**src/rtl/pixop_pkg.sv**
```systemverilog
// Shared types and constants for the pixel point-operation unit.
package pixop_pkg;

   typedef enum logic [1:0] {
      PIXOP_PASS = 2'd0,
      PIXOP_INV  = 2'd1,
      PIXOP_ADD  = 2'd2,
      PIXOP_THR  = 2'd3
   } pixop_mode_e;

   localparam int unsigned FRAME_CNT_W = 16;

   // Raster markers that travel alongside each pixel.
   typedef struct packed {
      logic sof;
      logic eol;
      logic eof;
   } pixop_flags_t;

endpackage

```
**src/rtl/pixop_alu.sv**
```systemverilog
// Single-channel point operation: pass, invert, saturating add, threshold.
module pixop_alu
   import pixop_pkg::*;
#(
   parameter int unsigned DATA_W = 8
) (
   input  pixop_mode_e       mode_i,
   input  logic [DATA_W-1:0] param_i,
   input  logic [DATA_W-1:0] x_i,
   output logic [DATA_W-1:0] res_o
);

   localparam logic [DATA_W-1:0] MAX = '1;

   logic [DATA_W:0] sum_c;

   // One extra bit on the sum exposes the overflow for saturation.
   always_comb begin
      sum_c = {1'b0, x_i} + {1'b0, param_i};
      res_o = x_i;
      unique case (mode_i)
         PIXOP_PASS: res_o = x_i;
         PIXOP_INV:  res_o = MAX - x_i;
         PIXOP_ADD:  res_o = sum_c[DATA_W] ? MAX : sum_c[DATA_W-1:0];
         PIXOP_THR:  res_o = (x_i >= param_i) ? MAX : '0;
         default:    res_o = x_i;
      endcase
   end

endmodule

```
**src/rtl/pixel_pointop.sv**
```systemverilog
// Streaming per-frame point operation with raster markers and frame counting.
// Optional PIXOP_STATS_EN adds per-frame min/max of output channel 0.
module pixel_pointop
   import pixop_pkg::*;
#(
   parameter int unsigned DATA_W   = 8,
   parameter int unsigned CHANNELS = 1,
   parameter int unsigned IMG_W    = 128,
   parameter int unsigned IMG_H    = 128
) (
   input  logic                         clk,
   input  logic                         rst,
   input  logic [1:0]                   cfg_mode,
   input  logic [DATA_W-1:0]            cfg_param,
   input  logic                         s_valid,
   output logic                         s_ready,
   input  logic [CHANNELS*DATA_W-1:0]   s_data,
   output logic                         m_valid,
   input  logic                         m_ready,
   output logic [CHANNELS*DATA_W-1:0]   m_data,
   output logic                         m_sof,
   output logic                         m_eol,
   output logic                         m_eof,
   output logic                         frame_done,
   output logic [FRAME_CNT_W-1:0]       frame_cnt
`ifdef PIXOP_STATS_EN
   ,
   output logic [DATA_W-1:0]            stat_min,
   output logic [DATA_W-1:0]            stat_max
`endif
);

   localparam int unsigned PIX_W = CHANNELS * DATA_W;
   localparam int unsigned X_W   = (IMG_W > 1) ? $clog2(IMG_W) : 1;
   localparam int unsigned Y_W   = (IMG_H > 1) ? $clog2(IMG_H) : 1;
   localparam logic [X_W-1:0] X_LAST = X_W'(IMG_W - 1);
   localparam logic [Y_W-1:0] Y_LAST = Y_W'(IMG_H - 1);

   logic [X_W-1:0]         x_q, x_d;
   logic [Y_W-1:0]         y_q, y_d;
   pixop_mode_e            mode_q, mode_d;
   logic [DATA_W-1:0]      param_q, param_d;

   logic                   v1_q;
   logic [PIX_W-1:0]       data1_q;
   pixop_flags_t           flags1_q;
   pixop_mode_e            mode1_q;
   logic [DATA_W-1:0]      param1_q;

   logic                   v2_q;
   logic [PIX_W-1:0]       data2_q;
   pixop_flags_t           flags2_q;

   logic                   frame_done_q;
   logic [FRAME_CNT_W-1:0] frame_cnt_q;

   logic                   en1_c, en2_c, in_xfer_c, out_xfer_c;
   pixop_flags_t           in_flags_c;
   pixop_mode_e            cur_mode_c;
   logic [DATA_W-1:0]      cur_param_c;
   logic [PIX_W-1:0]       res_c;

   // Stall propagates backwards combinationally so full rate needs no skid buffer.
   assign en2_c      = !v2_q || m_ready;
   assign en1_c      = !v1_q || en2_c;
   assign in_xfer_c  = s_valid && en1_c;
   assign out_xfer_c = v2_q && m_ready;

   // Raster position and config shadow; the SOF pixel itself uses the live config.
   always_comb begin
      in_flags_c.sof = (x_q == '0) && (y_q == '0);
      in_flags_c.eol = (x_q == X_LAST);
      in_flags_c.eof = in_flags_c.eol && (y_q == Y_LAST);
      cur_mode_c     = in_flags_c.sof ? pixop_mode_e'(cfg_mode) : mode_q;
      cur_param_c    = in_flags_c.sof ? cfg_param : param_q;
      x_d            = x_q;
      y_d            = y_q;
      mode_d         = mode_q;
      param_d        = param_q;
      if (in_xfer_c) begin
         mode_d  = cur_mode_c;
         param_d = cur_param_c;
         if (in_flags_c.eol) begin
            x_d = '0;
            y_d = in_flags_c.eof ? '0 : y_q + Y_W'(1);
         end else begin
            x_d = x_q + X_W'(1);
         end
      end
   end

   for (genvar c = 0; c < CHANNELS; c++) begin : g_ch
      pixop_alu #(
         .DATA_W (DATA_W)
      ) u_alu (
         .mode_i  (mode1_q),
         .param_i (param1_q),
         .x_i     (data1_q[c*DATA_W +: DATA_W]),
         .res_o   (res_c[c*DATA_W +: DATA_W])
      );
   end

   always_ff @(posedge clk or negedge rst) begin
      if (!rst) begin
         x_q          <= '0;
         y_q          <= '0;
         mode_q       <= PIXOP_PASS;
         param_q      <= '0;
         v1_q         <= 1'b0;
         data1_q      <= '0;
         flags1_q     <= '0;
         mode1_q      <= PIXOP_PASS;
         param1_q     <= '0;
         v2_q         <= 1'b0;
         data2_q      <= '0;
         flags2_q     <= '0;
         frame_done_q <= 1'b0;
         frame_cnt_q  <= '0;
      end else begin
         x_q     <= x_d;
         y_q     <= y_d;
         mode_q  <= mode_d;
         param_q <= param_d;
         if (en1_c) begin
            v1_q <= s_valid;
            if (s_valid) begin
               data1_q  <= s_data;
               flags1_q <= in_flags_c;
               mode1_q  <= cur_mode_c;
               param1_q <= cur_param_c;
            end
         end
         if (en2_c) begin
            v2_q <= v1_q;
            if (v1_q) begin
               data2_q  <= res_c;
               flags2_q <= flags1_q;
            end
         end
         frame_done_q <= out_xfer_c && flags2_q.eof;
         if (out_xfer_c && flags2_q.eof) begin
            frame_cnt_q <= frame_cnt_q + FRAME_CNT_W'(1);
         end
      end
   end

   assign m_valid    = v2_q;
   assign m_data     = data2_q;
   assign m_sof      = flags2_q.sof;
   assign m_eol      = flags2_q.eol;
   assign m_eof      = flags2_q.eof;
   assign frame_done = frame_done_q;
   assign frame_cnt  = frame_cnt_q;
   assign s_ready    = en1_c;

`ifdef PIXOP_STATS_EN
   logic [DATA_W-1:0] ch0_c, min_new_c, max_new_c;
   logic [DATA_W-1:0] min_acc_q, max_acc_q, stat_min_q, stat_max_q;

   // Running extremes restart on the SOF pixel; the EOF pixel is folded in before publishing.
   always_comb begin
      ch0_c     = data2_q[DATA_W-1:0];
      min_new_c = (flags2_q.sof || (ch0_c < min_acc_q)) ? ch0_c : min_acc_q;
      max_new_c = (flags2_q.sof || (ch0_c > max_acc_q)) ? ch0_c : max_acc_q;
   end

   always_ff @(posedge clk or negedge rst) begin
      if (!rst) begin
         min_acc_q  <= '0;
         max_acc_q  <= '0;
         stat_min_q <= '0;
         stat_max_q <= '0;
      end else if (out_xfer_c) begin
         min_acc_q <= min_new_c;
         max_acc_q <= max_new_c;
         if (flags2_q.eof) begin
            stat_min_q <= min_new_c;
            stat_max_q <= max_new_c;
         end
      end
   end

   assign stat_min = stat_min_q;
   assign stat_max = stat_max_q;
`endif

endmodule
```
**config.mk**
```make
export PLATFORM = sky130hd
export DESIGN_NAME = pixel_pointop
export DESIGN_NICKNAME = d
export VERILOG_FILES = /design/src/rtl/pixop_pkg.sv /design/src/rtl/pixop_alu.sv /design/src/rtl/pixel_pointop.sv
export SDC_FILE = /design/constraint.sdc
export NUM_CORES = 1
export LEC_CHECK = 0
export ABC_CLOCK_PERIOD_IN_PS = 3400
export CAP_MARGIN = 0
export CORE_ASPECT_RATIO = 1.75
export CORE_MARGIN = 1.5
export CORE_UTILIZATION = 58
export CTS_CLUSTER_DIAMETER = 200
export DETAILED_ROUTE_END_ITERATION = 8
export GPL_TIMING_DRIVEN = 0
export PLACE_DENSITY_LB_ADDON = 0.12
export SKIP_LAST_GASP = 1
export SLEW_MARGIN = 20
export SYNTH_ARGS = -nofsm -noshare
export SYNTH_HDL_FRONTEND = slang
export SYNTH_SLANG_ARGS = --single-unit
export TNS_END_PERCENT = 5
```
**constraint.sdc**
```tcl
create_clock -name clk -period 3.4 [get_ports clk]
set_input_delay 0.34 -clock clk [delete_from_list [all_inputs] [get_ports clk]]
set_output_delay 0.34 -clock clk [all_outputs]
set_load 0.01 [all_outputs]
```
==> results.json <==
{
  "route.final.wire_length_um": 7490,
  "synth.distinct_cells": 49,
  "synthTopCellsByArea": "sky130_fd_sc_hd__dfrtp_1 (48%), sky130_fd_sc_hd__ha_1 (7.7%), sky130_fd_sc_hd__nand2_1 (5.7%), sky130_fd_sc_hd__xnor2_1 (5.7%), sky130_fd_sc_hd__o21ai_0 (4.4%)",
  "asyncSetResetFlopFracSynth_pct": 100,
  "netSwitchingPower_mw": 0.650,
  "core_region_area_sq_um": 5630,
  "timing.critical_path.cells": "ha_1 -> fa_1 -> nor2b_1 -> o21ai_1 -> a31oi_1 -> o31a_1 -> o31ai_1 -> a21oi_1",
  "leakage_dissipation_nw": 1.94,
  "worst_setup_path_end_kind": "register",
  "drt-initial-drc-count": 130,
  "crit_required_ns": 3.60,
  "setup_slack_ns": 0.907,
  "detail_route.first_pass.iterations": 4,
  "vias_per_cell": 5.56,
  "cp_slowest_cell": "sky130_fd_sc_hd__dfrtp_1",
  "achievable-frequency_mhz": 401,
  "vdd_drop_max_mv": 0.326,
  "synth_warnings": 0,
  "num_antenna_cells": 0,
  "nets": 453,
  "detailroute.via_count": 2711,
  "h-tree-depth": 3,
  "hold_path.class": "in2async",
  "slowest_delay_ns": 0.41,
  "clock_sinks": 65,
  "hpwl_um": 5650,
  "fp.dieArea_sq_um": 6350,
  "grt_max_degree": 48,
  "insertion_delay_ns": 0.34,
  "netlist.top_cell.by_area": "sky130_fd_sc_hd__dfrtp_1",
  "cts_resized": 0,
  "drtAntennaViolNets": 0,
  "rows": 36,
  "path_clk_slew_ns": 0.07,
  "post_route_cells_drive_above_1_share_pct": 7.04,
  "synth-seq-area-share_pct": 47.8,
  "timing.critical_path.from": "param_q[0]",
  "synth_edf_count": 0,
  "dpl.cell_count": 473,
  "crit_path_end": "m_data[5]",
  "maxCapViolCount": 0,
  "setup_repair_after_global_routing_missed_its_margin": "false",
  "number_of_global_route_vias_before_repair": 2684,
  "share_of_the_clock_period_used_by_the_worst_path_after_layout_pct": 73.3,
  "minimum_period_implied_by_the_final_worst_setup_slack_ns": 2.49,
  "routedWlPerCell_um": 15.3,
  "fin_cells": 488,
  "clock_root_buffer": "sky130_fd_sc_hd__clkbuf_8",
  "rr_endpoint": "m_data[5]",
  "arrival_ns": 2.69,
  "final.setup_skew_ns": 0.00630,
  "io_pins": 52,
  "overflow": 0,
  "synthToLayoutAreaGrowth_pct": 24.6,
  "synthesis.area_per_instance_sq_um": 9.86,
  "max_slew_margin_pct": 60.8,
  "route.detailed.drc": 0,
  "design_power_total_mw": 2.16,
  "portBuffers": 51,
  "synth_cells": 345,
  "final_max_slew_viol_count": 0,
  "setup.reg_to_reg.worst_slack_ns": 0.91,
  "yosys_register_bits": 65,
  "timing_worst_setup_path_type": "reg2reg",
  "clock_power_share_pct": 31.4,
  "ff2ff_path_depth": 8,
  "synth.cells.most_frequent": "sky130_fd_sc_hd__dfrtp_1 (65), sky130_fd_sc_hd__nand2_1 (52), sky130_fd_sc_hd__o21ai_0 (30), sky130_fd_sc_hd__xnor2_1 (22), sky130_fd_sc_hd__ha_1 (21)",
  "combPwrFrac_pct": 23.5,
  "yosys.cell_count.top_type": "sky130_fd_sc_hd__dfrtp_1",
  "combined_area_of_all_synthesized_cells_sq_um": 3400,
  "synth_fp_nets": 389,
  "worstPathMaxFanout": 6,
  "groute.usage.overall_pct": 26.6,
  "floorplan.initialDensity_pct": 60.4,
  "synthDominantCellAreaShare_pct": 47.8,
  "crit_reg_reg_startpoint": "param_q[0]",
  "synth_ff_type": "sky130_fd_sc_hd__dfrtp_1",
  "power_per_cell_area_nw_per_um2": 509,
  "layout_filler_cell_count": 403,
  "die_h_um": 104,
  "number_of_clock_buffers_inserted_by_tritoncts": 9,
  "cts_tree": "built",
  "dpl_worst_slack_ns": 0.971,
  "global_route_wire_length_before_repair_um": 12700,
  "clock_path_buffers": 2,
  "die_w_um": 60.9,
  "report.final.hold_viol_count": 0,
  "replace_congestion": 0.885,
  "power.sequential.fraction_pct": 45.1,
  "intPower_mw": 1.51,
  "grt_antenna_before_repair": 0,
  "run_status": "complete, no violations",
  "p_sw_share_pct": 30.1,
  "crit_path_start_kind": "register",
  "worstMarginPinSlew_ns": 0.589,
  "setup_violators_final": 0,
  "totalNegativeSetupSlack_ns": 0
}
-- cells by family after synthesis --
kind of cell | after synthesis | share of synthesized area, %
AO/OA/AOI/OAI | 63 | 11.3
buffers and inverters | 31 | 3.49
flip-flops | 65 | 47.8
adder cells (fa/ha/maj) | 22 | 8.31
AND/OR/NAND/NOR | 129 | 19.7
multiplexers | 5 | 1.65
XOR/XNOR | 30 | 7.72
-- routing by layer --
metal / vias up / track usage [%] / share of wire (%)
met5: - / 0 / 0
met4: 0 / 11.6 / 2.8
met3: 17 / 5.22 / 3.1
met2: 63 / 45.7 / 55
met1: 1312 / 30.6 / 39
li1: 1319 / - / -
-- per-stage QoR --
stage / hold slack [ns] / instance area (sq um) / utilization [%]
after floorplan: 0.0444 / 3400 / -
after global placement: 0.453 / 4010 / 71.2
after detailed placement: 0.238 / 4030 / 71.6
after CTS: 0.426 / 4240 / 75.3
after global routing: 0.440 / 4240 / 75.3
final: 0.424 / 4240 / 75.3
-- how the worst min path moves through the flow --
| stage | start | end | slack, ns | cells after the start |
|---|---|---|---|---|
| floorplan | rst | data1_q[0] | 0.04 | 0 |
| global route | rst | param_q[5] | 0.44 | 2 |
| global placement | flags1_q[0] | flags1_q[0] | 0.45 | 1 |
| CTS | rst | x_q[5] | 0.43 | 2 |
| finish | rst | x_q[1] | 0.42 | 2 |
| detailed placement | rst | param_q[5] | 0.24 | 1 |
-- worst max-delay path: cells and delay by family, from the launching register on --
| family | cells | cell delay, ns |
|---|---|---|
| AOI/OAI and AO/OA | 5 | 1.14 |
| adders and majority gates | 2 | 0.63 |
| and+or+nand+nor | 1 | 0.16 |
| DFF | 1 | 0.41 |
-- flip-flops by register name, summed over array words and instances (netlist names) --
signal and count:
frame_cnt 16, data1_q 8, m_data 8, param_q 8
x_q 7, y_q 7, flags1_q 3, mode_q 2
frame_done 1, m_eof 1, m_eol 1, m_sof 1
m_valid 1, v1_q 1
-- layout by cell type, fill, tap and decap left out, drive strengths merged, types with 5 or more instances in the layout --
| cell type | netlist | layout |
|---|---|---|
| xor2 | 8 | 8 |
| nand3 | 10 | 10 |
| nand4 | 8 | 8 |
| clkdlybuf4s50 | 0 | 50 |
| nor3 | 5 | 5 |
| xnor2 | 22 | 22 |
| or3 | 6 | 6 |
| or4 | 7 | 7 |
| inv | 20 | 20 |
| dfrtp | 65 | 65 |
| and3 | 5 | 5 |
| a31oi | 7 | 7 |
| mux2 | 5 | 5 |
| nand2 | 52 | 52 |
| clkbuf | 8 | 18 |
| o21ai | 31 | 31 |
| nor2 | 20 | 20 |
| a21oi | 7 | 7 |
| a21o | 5 | 5 |
| ha | 21 | 21 |
-- repair_timing --
action / in CTS / in global routing
hold endpoints to repair: 18 / 0
hold buffers: 1 / 0
setup buffers: 0 / 0
-- power by group through the flow --
stage	clock, mW	combinational (mW)	sequential [mW]
CTS	0.688	0.508	0.971
detailed placement	0	0.503	0.985
floorplan	0	0.309	0.970
finish	0.677	0.508	0.975
global route	0.728	0.571	0.985
global placement	0	0.485	0.982
-- cell type report --
| type | count | area (sq um) | area share, % |
|---|---|---|---|
| multi-input combinational | 249 | 1660 | 39.1 |
| sequential | 65 | 1630 | 38.4 |
| timing repair buffer | 53 | 546 | 12.9 |
| clock buffer | 10 | 128 | 3.01 |
| tap | 76 | 95.1 | 2.24 |
| inverter | 21 | 78.8 | 1.86 |
| clock inverter | 4 | 70.1 | 1.65 |
| buffer | 10 | 40.0 | 0.944 |
(Power assumes the default switching activity.)
